### src/rtl/rib_pkg.sv
// Shared types and constants for the RIB data-memory responder.
package rib_pkg;

    localparam int unsigned RIB_ADDR_W   = 32;
    localparam int unsigned RIB_DATA_W   = 32;
    localparam logic [31:0] RIB_ERR_DATA = 32'hDEAD_BEEF;

    typedef enum logic [2:0] {
        ST_IDLE,
        ST_WR_REQ,
        ST_RD_REQ,
        ST_RD_WAIT,
        ST_DONE
    } rib_slv_state_e;

endpackage

### src/rtl/rib_wdog_cnt.sv
// Per-transaction watchdog: counts enabled cycles, expires on the TIMEOUT_CYC-th one.
// TIMEOUT_CYC = 0 never expires.
module rib_wdog_cnt #(
    parameter int unsigned TIMEOUT_CYC = 256
) (
    input  logic clk_i,
    input  logic rst_i,
    input  logic clr_i,
    input  logic en_i,
    output logic expire_o
);

    localparam int unsigned CNT_W = (TIMEOUT_CYC > 1) ? $clog2(TIMEOUT_CYC) : 1;
    localparam logic [CNT_W-1:0] LAST = (TIMEOUT_CYC == 0) ? '0 : CNT_W'(TIMEOUT_CYC - 1);

    logic [CNT_W-1:0] cnt_q, cnt_d;

    always_ff @(posedge clk_i or posedge rst_i) begin
        if (rst_i) begin
            cnt_q <= '0;
        end else begin
            cnt_q <= cnt_d;
        end
    end

    always_comb begin
        cnt_d = cnt_q;
        if (clr_i) begin
            cnt_d = '0;
        end else if (en_i && (cnt_q != LAST)) begin
            cnt_d = cnt_q + 1'b1;
        end
    end

    assign expire_o = (TIMEOUT_CYC != 0) && en_i && (cnt_q == LAST);

endmodule

### src/rtl/rib_mem_slave.sv
// RIB data-memory responder: core level requests -> SRAM req/gnt/rvalid, with hold and watchdog.
// Optional build macro RIB_POSTED_WR_EN enables a single-entry posted write buffer.
module rib_mem_slave
    import rib_pkg::*;
#(
    parameter int unsigned ADDR_W      = RIB_ADDR_W,
    parameter int unsigned DATA_W      = RIB_DATA_W,
    parameter int unsigned TIMEOUT_CYC = 256
) (
    input  logic              clk_i,
    input  logic              rst_i,
    input  logic              mem_rib_rreq_i,
    input  logic [ADDR_W-1:0] mem_raddr_i,
    input  logic              mem_rib_wreq_i,
    input  logic              mem_wen_i,
    input  logic [ADDR_W-1:0] mem_waddr_i,
    input  logic [DATA_W-1:0] mem_wdata_i,
    output logic [DATA_W-1:0] mem_rdata_o,
    output logic              rib_hold_flag_o,
    output logic              bus_err_o,
    output logic              sram_req_o,
    output logic              sram_we_o,
    output logic [ADDR_W-1:0] sram_addr_o,
    output logic [DATA_W-1:0] sram_wdata_o,
    input  logic              sram_gnt_i,
    input  logic              sram_rvalid_i,
    input  logic [DATA_W-1:0] sram_rdata_i
);

`ifdef RIB_POSTED_WR_EN
    localparam bit POSTED = 1'b1;
`else
    localparam bit POSTED = 1'b0;
`endif

    rib_slv_state_e    state_q, state_d;
    logic [ADDR_W-1:0] waddr_q, waddr_d, raddr_q, raddr_d;
    logic [DATA_W-1:0] wdata_q, wdata_d, rdata_q, rdata_d;
    logic              rd_pend_q, rd_pend_d;
    logic              err_q, err_d;
    logic              posted_q, posted_d;
    logic              wr_req, any_req, wd_en, wd_expire;
    rib_slv_state_e    wr_end;

    assign wr_req  = mem_rib_wreq_i && mem_wen_i;
    assign any_req = wr_req || mem_rib_rreq_i;
    assign wd_en   = state_q inside {ST_WR_REQ, ST_RD_REQ, ST_RD_WAIT};
    // A posted drain returns straight to IDLE: the core already advanced when it was captured.
    assign wr_end  = posted_q ? ST_IDLE : ST_DONE;

    rib_wdog_cnt #(.TIMEOUT_CYC(TIMEOUT_CYC)) u_wdog (
        .clk_i    (clk_i),
        .rst_i    (rst_i),
        .clr_i    (state_d != state_q),
        .en_i     (wd_en),
        .expire_o (wd_expire)
    );

    always_ff @(posedge clk_i or posedge rst_i) begin
        if (rst_i) begin
            state_q   <= ST_IDLE;
            waddr_q   <= '0;
            raddr_q   <= '0;
            wdata_q   <= '0;
            rdata_q   <= '0;
            rd_pend_q <= 1'b0;
            err_q     <= 1'b0;
            posted_q  <= 1'b0;
        end else begin
            state_q   <= state_d;
            waddr_q   <= waddr_d;
            raddr_q   <= raddr_d;
            wdata_q   <= wdata_d;
            rdata_q   <= rdata_d;
            rd_pend_q <= rd_pend_d;
            err_q     <= err_d;
            posted_q  <= posted_d;
        end
    end

    always_comb begin
        state_d   = state_q;
        waddr_d   = waddr_q;
        raddr_d   = raddr_q;
        wdata_d   = wdata_q;
        rdata_d   = rdata_q;
        rd_pend_d = rd_pend_q;
        posted_d  = posted_q;
        err_d     = 1'b0;
        unique case (state_q)
            ST_IDLE: begin
                posted_d = POSTED && wr_req && !mem_rib_rreq_i;
                if (any_req) begin
                    waddr_d   = mem_waddr_i;
                    wdata_d   = mem_wdata_i;
                    raddr_d   = mem_raddr_i;
                    rd_pend_d = mem_rib_rreq_i;
                    state_d   = wr_req ? ST_WR_REQ : ST_RD_REQ;
                end
            end
            ST_WR_REQ: begin
                if (sram_gnt_i) begin
                    state_d = rd_pend_q ? ST_RD_REQ : wr_end;
                end else if (wd_expire) begin
                    rd_pend_d = 1'b0;
                    err_d     = 1'b1;
                    state_d   = wr_end;
                end
            end
            ST_RD_REQ: begin
                if (sram_gnt_i) begin
                    state_d = ST_RD_WAIT;
                end else if (wd_expire) begin
                    rdata_d = DATA_W'(RIB_ERR_DATA);
                    err_d   = 1'b1;
                    state_d = ST_DONE;
                end
            end
            ST_RD_WAIT: begin
                if (sram_rvalid_i) begin
                    rdata_d = sram_rdata_i;
                    state_d = ST_DONE;
                end else if (wd_expire) begin
                    rdata_d = DATA_W'(RIB_ERR_DATA);
                    err_d   = 1'b1;
                    state_d = ST_DONE;
                end
            end
            default: begin
                state_d = ST_IDLE;
            end
        endcase
    end

    always_comb begin
        sram_req_o      = 1'b0;
        sram_we_o       = 1'b0;
        sram_addr_o     = '0;
        sram_wdata_o    = '0;
        rib_hold_flag_o = 1'b0;
        unique case (state_q)
            ST_IDLE: begin
                rib_hold_flag_o = POSTED ? mem_rib_rreq_i : any_req;
            end
            ST_WR_REQ: begin
                sram_req_o      = 1'b1;
                sram_we_o       = 1'b1;
                sram_addr_o     = waddr_q;
                sram_wdata_o    = wdata_q;
                rib_hold_flag_o = posted_q ? any_req : 1'b1;
            end
            ST_RD_REQ: begin
                sram_req_o      = 1'b1;
                sram_addr_o     = raddr_q;
                rib_hold_flag_o = 1'b1;
            end
            ST_RD_WAIT: begin
                rib_hold_flag_o = 1'b1;
            end
            default: begin
                rib_hold_flag_o = 1'b0;
            end
        endcase
    end

    assign mem_rdata_o = rdata_q;
    assign bus_err_o   = err_q;

endmodule

### config.mk
export PLATFORM = sky130hd
export DESIGN_NAME = rib_mem_slave
export DESIGN_NICKNAME = d
export VERILOG_FILES = /design/src/rtl/rib_pkg.sv /design/src/rtl/rib_wdog_cnt.sv /design/src/rtl/rib_mem_slave.sv
export SDC_FILE = /design/constraint.sdc
export NUM_CORES = 1
export LEC_CHECK = 0
export ABC_AREA = 1
export CAP_MARGIN = 20
export CELL_PAD_IN_SITES_DETAIL_PLACEMENT = 0
export CELL_PAD_IN_SITES_GLOBAL_PLACEMENT = 1
export CORE_MARGIN = 2
export CORE_UTILIZATION = 36
export DETAILED_ROUTE_END_ITERATION = 12
export PLACE_DENSITY_LB_ADDON = 0.1
export REMOVE_ABC_BUFFERS = 1
export SETUP_SLACK_MARGIN = 0.4
export SLEW_MARGIN = 40
export SYNTH_ARGS = -nofsm -noshare
export SYNTH_HDL_FRONTEND = slang
export SYNTH_SLANG_ARGS = --single-unit
### constraint.sdc
create_clock -name clk_i -period 7.4 [get_ports clk_i]
set_input_delay 1.48 -clock clk_i [delete_from_list [all_inputs] [get_ports clk_i]]
set_output_delay 1.48 -clock clk_i [all_outputs]
set_load 0.03 [all_outputs]
-- Yosys cells after proc, flatten, opt, wreduce, memory -nomap -nowiden
Index checks and enable logic that the tools add are counted.
- word-level logic and storage cells: 60
- memories: 0
- bits of input ports: 135
- register bits after elaboration: 141
- ROM bits: 0
- memory bits (writable): 0
- bits in latches: 0
- output and inout bits: 100
- reduce and logical (&&, ||, !) cells: 14
- bitwise gates (word level): 0
- mux-type cells: 27
- multipliers: 0
- div/mod/pow operators: 0
- $add $sub $neg: 1
- order comparisons: 0
- eq/ne operators: 10
- shift-type cells: 0
- operators by type and width (cell ; count):
    $mux 32 ; 4
    $pmux 32 s2 ; 2
    $mux 3 ; 6
    $mux 8 ; 2
    $pmux 3 s4 ; 1
    $add 8x1->8 const B ; 1
    $eq 8x8->1 const B ; 1
    $mux 1 ; 8
    $ne 8x8->1 const B ; 1
    $eq 3x2->1 const B ; 2
    $ne 2x2->1 const B ; 3
    $pmux 1 s2 ; 3
    $reduce_bool 2->1 ; 3
    $reduce_and 2->1 ; 2
    $reduce_and 4->1 ; 1
    $eq 3x1->1 const B ; 1
    $logic_and 1x1->1 ; 3
    $logic_not 3->1 ; 1
    $ne 3x3->1 ; 1
    $reduce_bool 3->1 ; 1
    $reduce_or 3->1 ; 1
    $mux 2 ; 1
    $ne 2x1->1 const B ; 1
    $reduce_or 2->1 ; 1
    $logic_or 1x1->1 ; 1

-- Logic depth before layout (Yosys ltp)
Gate-level depths: netlist of the first run.
- depth after elaboration: 8
- gate-level depth with buffers: 11
- mapped depth without buffers: 11

-- Modules after synthesis
Synthesis of the first run repeated with hierarchy kept, for this count alone.
- cells, all modules: 744
- area total of the unflattened synthesis: 6477.5 um^2
- by module, submodules not included (module ; area each (um^2) ; sequential area each (um^2) ; instances ; cells an instance):
    rib_mem_slave ; 5973.2 ; 3328.2 ; 1 ; 677
    rib_wdog_cnt ; 504.2 ; 200.2 ; 1 ; 67

-- Worst setup path before layout of the first run
No wires, ideal clock.
- path kind: input -> output
- start: input mem_rib_wreq_i
- end: output rib_hold_flag_o
- slack: 3.491 ns
- cell stages on the path: 6
- path buffers: 2
- data required time: 5.920 ns
- data arrival time: 2.429 ns
- cells stage by stage: nand2_1 > nor2_2 > nor2_8 > buf_6 > buf_4 > nand4_1
- longest elaborated chain between the ends: 3
- ends and longest elaborated chain (element ; line ; RTL):
    start: declaration ; rib_mem_slave.sv:14 ; input logic mem_rib_wreq_i,
    $logic_and 1x1->1 ; rib_mem_slave.sv:45 ; assign wr_req = mem_rib_wreq_i && mem_wen_i;
    $logic_or 1x1->1 ; rib_mem_slave.sv:46 ; assign any_req = wr_req || mem_rib_rreq_i;
    $pmux 1 s2 ; rib_mem_slave.sv:141 ; unique case (state_q)
    end: declaration ; rib_mem_slave.sv:19 ; output logic rib_hold_flag_o,
No other way between the ends.

-- Final worst setup path of the first run
Same ends and word-level chain as after synthesis.

==> flow_metrics.env, run 1 <==
export IMPL_peakVddDrop_uv=289.2
export IMPL_setup_viol=0
export IMPL_cap_viol_max_count=0
export IMPL_fin_nets=923
export IMPL_finalSetupTns_ns=0
export IMPL_clkPwrFrac=0.215
export IMPL_rsz0062_at_grt="false"
export IMPL_syn_avg_cell_area_um2=11.15
export IMPL_grt_pass1_vias=5046
export IMPL_fin_crit_ns=4.596
export IMPL_required_ns=5.92
export IMPL_ctsHtreeMaxLevel=4
export IMPL_ant_nets=0
export IMPL_tightest_slew_ns=0.7424
export IMPL_grt_util_met2=0.2871
export IMPL_hp_class="reg -> reg"
export IMPL_p_sw_frac=0.3833
export IMPL_drt_iter0_drc=140
export IMPL_crit_type="in -> out"
export IMPL_internal_power_mw=2.795
export IMPL_yosysWarnings=0
export IMPL_place_congestion=0.7662
export IMPL_busiest_layer="met2"
export IMPL_cts_buffers=17
export IMPL_final_cell_mix="234 x clkdlybuf4s50_1, 141 x dfrtp_1, 88 x nor2_1, 53 x inv_1, 39 x nand2_1"
export IMPL_synthToLayoutAreaGrowth_pct=50.91
export IMPL_yosysSeqAreaShare=0.5683
export IMPL_diodes=0
export IMPL_dr_pass1_iters=4
export IMPL_whs_ns=0.4987
export IMPL_hpwl_mm=10.65
export IMPL_cts_tree="done"
export IMPL_grt_pass1_wl_mm=25.10
export IMPL_fin_crit_sh=0.6211
export IMPL_async_flop_share=1.000
export IMPL_post_route_drc_count=0
export IMPL_power_frac_seq=0.287
export IMPL_core_mm2=0.01706
export IMPL_synth_distinct_cells=33
export IMPL_synth_edff_count=0
export IMPL_post_cts_buffers=0
export IMPL_synth_area_leaders="dfrtp_1 57%, mux2_4 7.0%, nor2_1 5.3%"
export IMPL_via_count=4820
export IMPL_grt_usage=0.1750
export IMPL_post_cts_resize_count=0
export IMPL_initial_core_util=0.3640
export IMPL_critical_path_arrival_ns=3.12
export IMPL_power_leakage_nw=4.260
export IMPL_placed_area_mm2=0.008678
export IMPL_antenna_found_initial=0
export IMPL_crit_path_end_kind="primary output"
export IMPL_status="finished, final reports clean"
export IMPL_drv_slew=0
export IMPL_io_pins=235
export IMPL_cp_start_kind="primary input"
export IMPL_yosys_area_top_type_share=0.5683
export IMPL_die_y_um=135.3
export IMPL_portBuffers=234
export IMPL_fmax_ghz=0.2176
export IMPL_slew_headroom=0.5051
export IMPL_p_sw_mw=1.737
export IMPL_gr_usage_met3=0.07108
export IMPL_fin_skew_ns=0.006079
export IMPL_die_w_um=135.3
export IMPL_cts_hold_buf=0
export IMPL_clk_pin_slew_worst_paths_ns=0.06
export IMPL_wl_per_cell_um=15.12
export IMPL_via_per_inst=4.702
export IMPL_final_common_cell="clkdlybuf4s50_1"
export IMPL_cts_buffer_depth=2
export IMPL_pwr_share_comb=0.498
export IMPL_final_area_mm2=0.009369
export IMPL_grt_max_degree=95
export IMPL_drive_above_1_share=0.1413
export IMPL_synthCells=557
export IMPL_gr_total_overflow=0
export IMPL_crit_fanout=3
export IMPL_placed_cells=993
export IMPL_rows=48
export IMPL_yosysTopAreaCell="dfrtp_1"
export IMPL_ys_seq_elements=141
export IMPL_power_density_mw_per_mm2=483.7
export IMPL_wl_mm=15.50
export IMPL_synthFlopType="dfrtp_1"
export IMPL_clkSinkCount=141
export IMPL_use_met1=0.2117
export IMPL_cts_root_buf="clkbuf_16"
export IMPL_design_die_area_mm2=0.01831
export IMPL_hold_viol_final=0
export IMPL_clock_latency_ns=0.42
export IMPL_syn_area_mm2=0.006208
export IMPL_fin_cells=1025
metal layers:
layer,routed length [um],vias up
met3,1357,15
met2,7503,146
met1,6469,2343
met4,165,0
li1,-,2316
met5,0,-
layout make-up:
cell class | count | area (um2)
Fill cell | 1525 | 7687
Inverter | 60 | 232.7
Timing Repair Buffer | 239 | 2384
Tap cell | 225 | 281.5
Clock inverter | 9 | 178.9
Sequential cell | 141 | 3528
Clock buffer | 23 | 508.0
Multi-Input combinational cell | 328 | 2256
stage by stage:
step	utilization	setup slack (ns)	power (mW)
3_3_place_gp	0.5087	2.791	3.546
6_report	0.5493	2.804	4.532
2_1_floorplan	-	2.139	2.725
3_5_place_dp	0.5088	2.788	3.591
5_1_grt	0.5493	2.725	4.800
4_1_cts	0.5491	2.789	4.586
kinds of logic (layout without fill, tap and decap cells):
logic type / after synthesis / in the layout / share of synthesized area
simple gates: 150 / 150 / 0.1022
xor+xnor: 6 / 6 / 0.008464
compound gates: 113 / 113 / 0.1280
mux: 58 / 58 / 0.1227
buf+inv: 88 / 331 / 0.06832
flops: 141 / 141 / 0.5683
fa+ha+maj: 1 / 1 / 0.002015
flip-flops by register name, summed over array words and instances, names as in the netlist:
register      cells
u_wdog.cnt_q      8
wdata_q          32
bus_err_o         1
rd_pend_q         1
waddr_q          32
mem_rdata_o      32
raddr_q          32
state_q           3
synthesized netlist by cell type, types with 4 or more instances:
cell and number:
xor2_1 4, inv_2 5, inv_1 55, o22a_1 24, nand2_1 39, mux2_4 29
buf_6 11, clkbuf_1 7, mux2_2 29, dfrtp_1 141, buf_2 6, a21oi_1 38
o21ai_0 10, nor2_1 88, a22o_1 34, nand3_1 10
power groups by stage:
stage          Sequential, mW  Combinational (mW)  Clock, mW
3_3_place_gp             1.30                2.25          0
2_1_floorplan            1.44                1.29          0
6_report                 1.30                2.26      0.975
5_1_grt                  1.34                2.43       1.02
4_1_cts                  1.30                2.29      0.993
3_5_place_dp             1.31                2.28          0
critical path: stages:
cell             delay, ns
clkdlybuf4s50_1       0.45
nand2_1               0.11
nor2_2                0.23
nor2_8                0.06
nand4_1               0.08
clkdlybuf4s50_1       0.71
final timing paths:
path,slack [ns],cells past startpoint,start,endpoint
setup / recovery,2.80,6,mem_rib_wreq_i,rib_hold_flag_o
hold / removal,0.50,1,mem_rdata_o[29],mem_rdata_o[29]
setup reg to reg,4.72,7,state_q[0],raddr_q[25]
hold reg to reg,0.50,1,mem_rdata_o[29],mem_rdata_o[29]
max in group asynchronous,4.73,3,rst_i,mem_rdata_o[23]
min in group asynchronous,1.57,2,rst_i,wdata_q[24]
Note: power is estimated with default switching activity, not from simulation.
==> run 2, diff against run 1 <==
--- a/config.mk
+++ b/config.mk
@@ -10,7 +10,7 @@
 export CELL_PAD_IN_SITES_DETAIL_PLACEMENT = 0
 export CELL_PAD_IN_SITES_GLOBAL_PLACEMENT = 1
 export CORE_MARGIN = 2
-export CORE_UTILIZATION = 36
+export CORE_UTILIZATION = 34
 export DETAILED_ROUTE_END_ITERATION = 12
 export PLACE_DENSITY_LB_ADDON = 0.1
 export REMOVE_ABC_BUFFERS = 1
==> constraint.sdc (replaced) <==
create_clock -name clk_i -period 4.4 [get_ports clk_i]
set_input_delay 0.88 -clock clk_i [delete_from_list [all_inputs] [get_ports clk_i]]
set_output_delay 0.88 -clock clk_i [all_outputs]
set_load 0.03 [all_outputs]
==> run 2 against run 1 <==
  * First-iteration DRC count up 34%
  * Cell area down 0.32%
  * Via count down 1.4%
  * Worst hold slack better by 0.00066 ns
  * Clock skew up 0.0016 ns
  * Clock power up 55%
  * Critical path depth up 1
  * Power up 66%
  * Count of clock-buffer cells in the layout down 3
  * Flip-flop and latch count unchanged
  * Highest routed layer unchanged
==> flow_metrics.env, run 2 (synthesis gave the netlist of run 1 again) <==
export IMPL_status="finished, final reports clean"
export IMPL_fmax_ghz=0.2847
export IMPL_crit_fanout=30
export IMPL_fin_ws_ns=0.8877
export IMPL_cts_buffer_depth=2
export IMPL_die_w_um=139.1
export IMPL_cp_startpoint="state_q[1]"
export IMPL_ant_nets=0
export IMPL_p_sw_frac=0.3889
export IMPL_required_ns=3.52
export IMPL_via_per_inst=4.619
export IMPL_placed_area_mm2=0.008712
export IMPL_ctsHtreeMaxLevel=4
export IMPL_io_pins=235
export IMPL_hpwl_mm=10.69
export IMPL_clk_pin_slew_worst_paths_ns=0.06
export IMPL_grt_pass1_wl_mm=25.19
export IMPL_final_area_mm2=0.009339
export IMPL_p_sw_mw=2.924
export IMPL_clkPwrFrac=0.201
export IMPL_worstPathCellList="inv_2 > nor2_4 > nand2_1 > inv_1 > buf_4 > a22o_1 > clkdlybuf4s50_1"
export IMPL_grt_pass1_vias=4907
export IMPL_portBuffers=234
export IMPL_power_density_mw_per_mm2=805.2
export IMPL_cts_hold_buf=0
export IMPL_min_from="mem_rdata_o[17]"
export IMPL_power_mw=7.520
export IMPL_cts_tree="done"
export IMPL_antenna_found_initial=0
export IMPL_r2r_start="state_q[0]"
export IMPL_core_mm2=0.01796
export IMPL_wl_per_cell_um=15.17
export IMPL_grt_max_degree=117
export IMPL_final_cell_mix="233 x clkdlybuf4s50_1, 141 x dfrtp_1, 88 x nor2_1, 54 x inv_1, 39 x nand2_1"
export IMPL_fin_nets=925
export IMPL_drive_above_1_share=0.1400
export IMPL_hp_class="reg -> reg"
export IMPL_multiInputGateArea_mm2=0.002256
export IMPL_post_cts_resize_count=0
export IMPL_grt_usage=0.1625
export IMPL_post_route_drc_count=0
export IMPL_cp_start_kind="flip-flop"
export IMPL_clkSinkCount=141
export IMPL_peakVddDrop_uv=366.7
export IMPL_pre_cts_ws_ns=0.9722
export IMPL_die_y_um=139.1
export IMPL_cts_root_buf="clkbuf_16"
export IMPL_internal_power_mw=4.596
export IMPL_dr_pass1_iters=4
export IMPL_clock_latency_ns=0.41
export IMPL_gr_total_overflow=0
export IMPL_fin_crit_ns=3.512
export IMPL_hold_viol_final=0
export IMPL_slew_headroom=0.4684
export IMPL_post_cts_buffers=0
export IMPL_rsz0062_at_grt="false"
export IMPL_whs_ns=0.4994
export IMPL_n_fill_cell=1634
export IMPL_crit_path_end_kind="primary output"
export IMPL_place_congestion=0.7606
export IMPL_synthToLayoutAreaGrowth_pct=50.42
export IMPL_power_frac_seq=0.291
export IMPL_tightest_slew_ns=0.7974
export IMPL_critical_path_arrival_ns=2.63
export IMPL_design_die_area_mm2=0.01936
export IMPL_fin_crit_sh=0.7983
export IMPL_drt_iter0_drc=187
export IMPL_slowest_delay_ns=0.68
export IMPL_cap_viol_max_count=0
export IMPL_pwr_share_comb=0.508
export IMPL_regArea_mm2=0.003528
export IMPL_setup_viol=0
export IMPL_drv_slew=0
export IMPL_diodes=0
export IMPL_fin_skew_ns=0.007679
export IMPL_via_count=4753
export IMPL_final_common_cell="clkdlybuf4s50_1"
export IMPL_crit_type="reg -> out"
export IMPL_rows=49
export IMPL_cts_buffers=17
export IMPL_slowest_stage="clkdlybuf4s50_1"
export IMPL_power_leakage_nw=4.240
export IMPL_wl_mm=15.61
export IMPL_initial_core_util=0.3456
[run 2: area by class of cell]
type	instances	area share
multi-input combinational	328	0.2416
inverter	60	0.02546
clock inverter	10	0.01768
clock buffer	20	0.04890
sequential	141	0.3778
tap	229	0.03068
timing repair buffer	241	0.2579
[run 2: power groups by stage]
stage | combinational (mW) | clock [mW] | sequential [mW]
finish | 3.82 | 1.51 | 2.19
global placement | 3.81 | 0 | 2.18
floorplan | 2.17 | 0 | 2.42
global route | 4.09 | 1.60 | 2.26
CTS | 3.87 | 1.56 | 2.19
detailed placement | 3.86 | 0 | 2.20
[run 2: metal layers]
layer,routed length [um],track usage
met5,0,0
met1,6829,0.2006
met3,1124,0.06146
met4,184,0.05051
met2,7467,0.2655
[run 2: worst max-delay path, delay by kind of cell, from the launching register on]
kind / cells / cell delay [ns]
compound gates: 1 / 0.21
buf+inv: 4 / 1.21
simple gates: 2 / 0.34
flops: 1 / 0.44
[run 2: final timing paths]
kind	to	slack [ns]	depth (start not counted)
max in group asynchronous	mem_rdata_o[19]	2.78	3
hold / removal	mem_rdata_o[17]	0.50	1
setup reg to reg	waddr_q[2]	1.80	7
setup / recovery	sram_addr_o[5]	0.89	7
min in group asynchronous	wdata_q[31]	0.95	2
hold reg to reg	mem_rdata_o[17]	0.50	1
[run 2: through the flow]
step,instances,setup TNS [ns],utilization
2_1_floorplan,529,-36.83,-
3_3_place_gp,999,0,0.4846
3_5_place_dp,999,0,0.4850
4_1_cts,1029,0,0.5196
5_1_grt,1029,0,0.5199
6_report,1029,0,0.5199
==> RTL edit 1, RTL diff (flow settings as in run 2) <==
Remove the register `err_q`: a continuous assignment takes its place, so the output `bus_err_o` follows one clock earlier.
--- a/src/rtl/rib_mem_slave.sv
+++ b/src/rtl/rib_mem_slave.sv
@@ -64,7 +64,6 @@
             wdata_q   <= '0;
             rdata_q   <= '0;
             rd_pend_q <= 1'b0;
-            err_q     <= 1'b0;
             posted_q  <= 1'b0;
         end else begin
             state_q   <= state_d;
@@ -73,10 +72,11 @@
             wdata_q   <= wdata_d;
             rdata_q   <= rdata_d;
             rd_pend_q <= rd_pend_d;
-            err_q     <= err_d;
             posted_q  <= posted_d;
         end
     end
+
+    assign err_q = err_d;
 
     always_comb begin
         state_d   = state_q;
Formal check against the unedited RTL: no difference found for any inputs over 4 cycles, from zero or initial values and one cycle with rst_i high; that may be too few to reach the edited logic, so the function may still have changed.
==> RTL edit 1 against run 2 <==
- via count up 1.2%
- fmax down 7.2%
- total power up 0.41%
- clock skew about the same
- non-clock buffer count unchanged
- die area down 0.40%
- routed wire length up 0.78%
- design area about the same
- area after synthesis down 0.40%
- sequential cell count down 1
- worst setup slack worse by 0.27 ns
- critical path depth up 1
- sequential share of layout area down 0.28 points
- largest power group unchanged
- highest routed layer unchanged
==> RTL edit 1: results (changes against run 2) <==
| Metric | Value |
|---|---|
| Tot GR Track Use | 16.5% (was 16.3%) |
| Seq/Total Area, Yosys | 56.7% (was 56.8%) |
| Root buf cell | clkbuf_16 (unchanged) |
| Sw Ratio | 38.4% (was 38.9%) |
| Hpwl dp | 10.9 mm (was 10.7 mm) |
| Most common library cells after synthesis | 140 x dfrtp_1, 88 x nor2_1, 55 x inv_1, 39 x nand2_1, 38 x a21oi_1 (was 141 x dfrtp_1, 88 x nor2_1, 55 x inv_1, 39 x nand2_1, 38 x a21oi_1) |
| H-tree levels | 4 (unchanged) |
| Endpoint arrival time on the critical path | 2.91 ns (was 2.63 ns) |
| Clock skew | 0.00727 ns (was 0.00768 ns) |
| Layout fillers | 1594 (was 1634) |
| Worst-margin pin slew | 0.805 ns (was 0.797 ns) |
| Worst skew pair latency | 0.41 ns (about the same) |
| Seq pwr share | 28.9% (was 29.1%) |
| Layout cells sized above 1 | 14.0% (unchanged) |
| Num CTS Buffers | 17 (unchanged) |
| Worst vdd ir | 0.466 mV (was 0.367 mV) |
| Clk slew on worst S/H paths | 0.06 ns (about the same) |
| GPL Wtd Cong | 0.763 (was 0.761) |
| Post-CTS setup buffers | 0 (unchanged) |
| Outcome | completed (unchanged) |
| # resized after CTS | 0 (unchanged) |
| Number of port buffers | 234 (unchanged) |
| Hold_ws | 0.495 ns (was 0.499 ns) |
| Worst R2R Setup Slack | 2.12 ns (was 1.80 ns) |
| Fin crit period | 3.79 ns (was 3.51 ns) |
| Max clock buf depth | 2 (unchanged) |
| Max incr delay on CP | 0.72 ns (was 0.68 ns) |
| Initial antenna violation count | 0 (unchanged) |
| Vias in the first global route | 5107 (was 4907) |
| Avg Vias per Cell | 4.67 (was 4.62) |
| Max Fanout on Critical Path | 17 (was 30) |
| P_clk | 1.51 mW (about the same) |
| Largest net degree at the start of global routing | 123 (was 117) |
| Area contributors post-synth | dfrtp_1 57%, mux2_4 7.0%, nor2_1 5.3% (unchanged) |
| Top Family by Delay on Critical Path | buffers and inverters (unchanged) |
| DRT Pass-1 Iters | 4 (unchanged) |
| Final nets | 924 (was 925) |
| First-pass GRT wire length | 25.7 mm (was 25.2 mm) |
| Place WS | 0.934 ns (was 0.972 ns) |
| Leakage | 4.25 nW (was 4.24 nW) |
| Hold WC Path Type | flop to flop (unchanged) |
| Ys async rst share | 100% (unchanged) |
| Detailed Route WL | 15.7 mm (was 15.6 mm) |
| # diodes | 0 (unchanged) |
| Initial DRC Count | 181 (was 187) |
| Synth warn | 0 (unchanged) |
| Synth cell types | 33 (unchanged) |
| Crit-path slowest cell | clkdlybuf4s50_1 (unchanged) |
==> RTL edit 1: final timing paths <==
check                                startpoint         endpoint  cells after the start
worst max-delay path                 state_q[1]  sram_addr_o[28]                      8
worst min-delay path            mem_rdata_o[29]  mem_rdata_o[29]                      1
worst max register to register       state_q[1]  mem_rdata_o[20]                     10
worst min register to register  mem_rdata_o[29]  mem_rdata_o[29]                      1
max in group asynchronous                 rst_i      raddr_q[18]                      3
min in group asynchronous                 rst_i      raddr_q[30]                      2
==> RTL edit 1: final cells by class <==
cell class                 count  area share [%]
tap                          229            3.07
clock inverter                 7            1.45
timing repair buffer         241            26.0
clock buffer                  24            5.26
sequential                   140            37.5
inverter                      60            2.54
multi-input combinational    328            24.1
==> RTL edit 1: stage by stage <==
step / power, mW / cells / instance area, sq um
final: 7.55 / 1029 / 9340
after CTS: 7.65 / 1029 / 9330
after detailed placement: 6.09 / 998 / 8710
after floorplan: 4.57 / 528 / 5980
after global routing: 8.00 / 1029 / 9340
after global placement: 6.04 / 998 / 8700
==> RTL edit 1: logic make-up (layout without fill, tap and decap cells) <==
logic type / count (synthesis) / after routing / share of synthesized area, %
multiplexers: 58 / 58 / 12.3
flip-flops: 140 / 140 / 56.7
adder cells (fa/ha/maj): 1 / 1 / 0.202
XOR/XNOR: 6 / 6 / 0.850
AO/OA/AOI/OAI: 113 / 113 / 12.8
AND/OR/NAND/NOR: 150 / 150 / 10.3
buffers and inverters: 88 / 332 / 6.86
==> RTL edit 1: routing by layer <==
layer	vias to the layer above	track usage (%)	wire length (microns)
met3	16	5.84	1120
met2	153	27.0	7580
met5	-	0	0
met1	2315	20.5	6830
li1	2324	-	-
met4	0	5.16	201
==> RTL edit 2, RTL diff (settings of run 2) <==
Made on the original files. Build with the macro `RIB_POSTED_WR_EN` defined.
--- a/src/rtl/rib_mem_slave.sv
+++ b/src/rtl/rib_mem_slave.sv
@@ -1,5 +1,7 @@
 // RIB data-memory responder: core level requests -> SRAM req/gnt/rvalid, with hold and watchdog.
 // Optional build macro RIB_POSTED_WR_EN enables a single-entry posted write buffer.
+`define RIB_POSTED_WR_EN
+
 module rib_mem_slave
     import rib_pkg::*;
 #(
Formal check against the unedited RTL: not equivalent (Yosys sat finds a counterexample within 4 cycles, from zero or initial values and one cycle with rst_i high).
==> RTL edit 2 against run 2 <==
- clock skew shrank 0.0011 ns
- design area shrank 1.2%
- routed wire length increased by 5.5%
- sequential cell count up 1
- critical endpoint is now sram_addr_o[10]
- combinational power shrank 2%
- synthesized cell count grew 0.36%
- worst setup slack worse by 0.090 ns
- area after synthesis is 1.4% lower
- first-iteration DRC count up 11%
- final cell count about the same
- highest routed layer unchanged
- total power shrank 1.7%
==> RTL edit 2: results (changes against run 2) <==
| Metric | Value |
|---|---|
| GPL Wtd Cong | 0.817 (was 0.761) |
| First-pass GRT wire length | 26.9 mm (was 25.2 mm) |
| Initial antenna violation count | 1 (was 0) |
| Routed len/inst | 16.0 microns (was 15.2 microns) |
| Hpwl dp | 11.4 mm (was 10.7 mm) |
| Clock skew | 0.00657 ns (was 0.00768 ns) |
| Synth cell types | 34 (was 33) |
| Largest net degree at the start of global routing | 89 (was 117) |
| Max incr delay on CP | 0.72 ns (was 0.68 ns) |
| Layout cells sized above 1 | 12.9% (was 14.0%) |
| Num CTS Buffers | 17 (unchanged) |
| Endpoint arrival time on the critical path | 2.72 ns (was 2.63 ns) |
| Leakage | 4.14 nW (was 4.24 nW) |
| Worst vdd ir | 0.376 mV (was 0.367 mV) |
| Compound-cell area share of the yosys netlist | 13.3% (was 12.8%) |
| Initial DRC Count | 208 (was 187) |
| Top_reg_cell synth | dfrtp_1 (unchanged) |
| Avg Vias per Cell | 4.73 (was 4.62) |
| Vias in the first global route | 5262 (was 4907) |
| Ys async rst share | 100% (unchanged) |
| Final nets | 924 (was 925) |
| Post-synthesis adder-cell area fraction | 0.204% (was 0.202%) |
| Seq/Total Area, Yosys | 58.0% (was 56.8%) |
| Area contributors post-synth | dfrtp_1 58%, mux2_2 9.7%, nor2_1 5.4% (was dfrtp_1 57%, mux2_4 7.0%, nor2_1 5.3%) |
| Most common library cells after synthesis | 142 x dfrtp_1, 88 x nor2_1, 57 x inv_1, 53 x mux2_2 (was 141 x dfrtp_1, 88 x nor2_1, 55 x inv_1, 39 x nand2_1, 38 x a21oi_1) |
| Synth warn | 0 (unchanged) |
| Post-synthesis xor/xnor area fraction | 1.00% (was 0.846%) |
| Outcome | completed (unchanged) |
| Post-synthesis mux area share | 10.5% (was 12.3%) |
| Worst slew margin | 49.9% (was 46.8%) |
| Max Fanout on Critical Path | 33 (was 30) |
| Tot GR Track Use | 17.8% (was 16.3%) |
RTL edit 2: worst paths after layout:
check                           start         endpoint  slack (ns)  cells past startpoint
setup / recovery           state_q[2]  sram_addr_o[10]        0.80                      8
hold / removal             raddr_q[9]       raddr_q[9]        0.49                      1
setup reg to reg           state_q[2]  mem_rdata_o[20]        2.19                      7
hold reg to reg            raddr_q[9]       raddr_q[9]        0.49                      1
max in group asynchronous       rst_i       raddr_q[4]        2.69                      3
min in group asynchronous       rst_i       wdata_q[3]        0.97                      2
RTL edit 2: cell type report:
| class | instances | area [sq um] |
|---|---|---|
| multi-input combinational | 327 | 2130 |
| inverter | 61 | 238 |
| timing repair buffer | 239 | 2400 |
| clock buffer | 22 | 474 |
| clock inverter | 10 | 136 |
| sequential | 142 | 3550 |
| tap | 229 | 287 |
| fill | 1607 | 8610 |
RTL edit 2: per-stage QoR:
stage | hold slack (ns) | worst slack, ns | setup TNS, ns | cell area, sq um | instances
6_report | 0.493 | 0.798 | 0 | 9230 | 1030
5_1_grt | 0.512 | 0.601 | 0 | 9230 | 1030
4_1_cts | 0.500 | 0.763 | 0 | 9230 | 1030
3_5_place_dp | 0.485 | 1.11 | 0 | 8610 | 998
3_3_place_gp | 0.476 | 1.11 | 0 | 8610 | 998
2_1_floorplan | 0.463 | -0.290 | -41.12 | 5910 | 530
RTL edit 2: power by group:
group | leakage [nW] | switching, mW | internal, mW
logic | 2.18 | 2.13 | 1.61
clock network | 0.292 | 0.541 | 0.934
registers | 1.67 | 0.269 | 1.91
RTL edit 2: cells by family after synthesis:
kind of cell / count (synthesis)
AOI/OAI and AO/OA: 115
muxes: 57
buffers and inverters: 90
xor gates and xnor gates: 7
DFF: 142
and+or+nand+nor: 147
adders and majority gates: 1
RTL edit 2: per-layer routing:
| metal | GRT usage (%) | vias to the layer above | share of wire, % |
|---|---|---|---|
| met3 | 7.07 | 30 | 7.5 |
| met4 | 7.52 | 0 | 2.8 |
| li1 | - | 2315 | - |
| met5 | 0 | - | 0 |
| met1 | 20.9 | 2367 | 43 |
| met2 | 29.1 | 162 | 47 |
RTL edit 2: worst register-to-register path: cells and delay by family (launching register included):
family / cells / cell delay, ns
simple gates: 3 / 0.51
buf+inv: 2 / 0.29
compound gates: 2 / 0.91
flops: 1 / 0.38
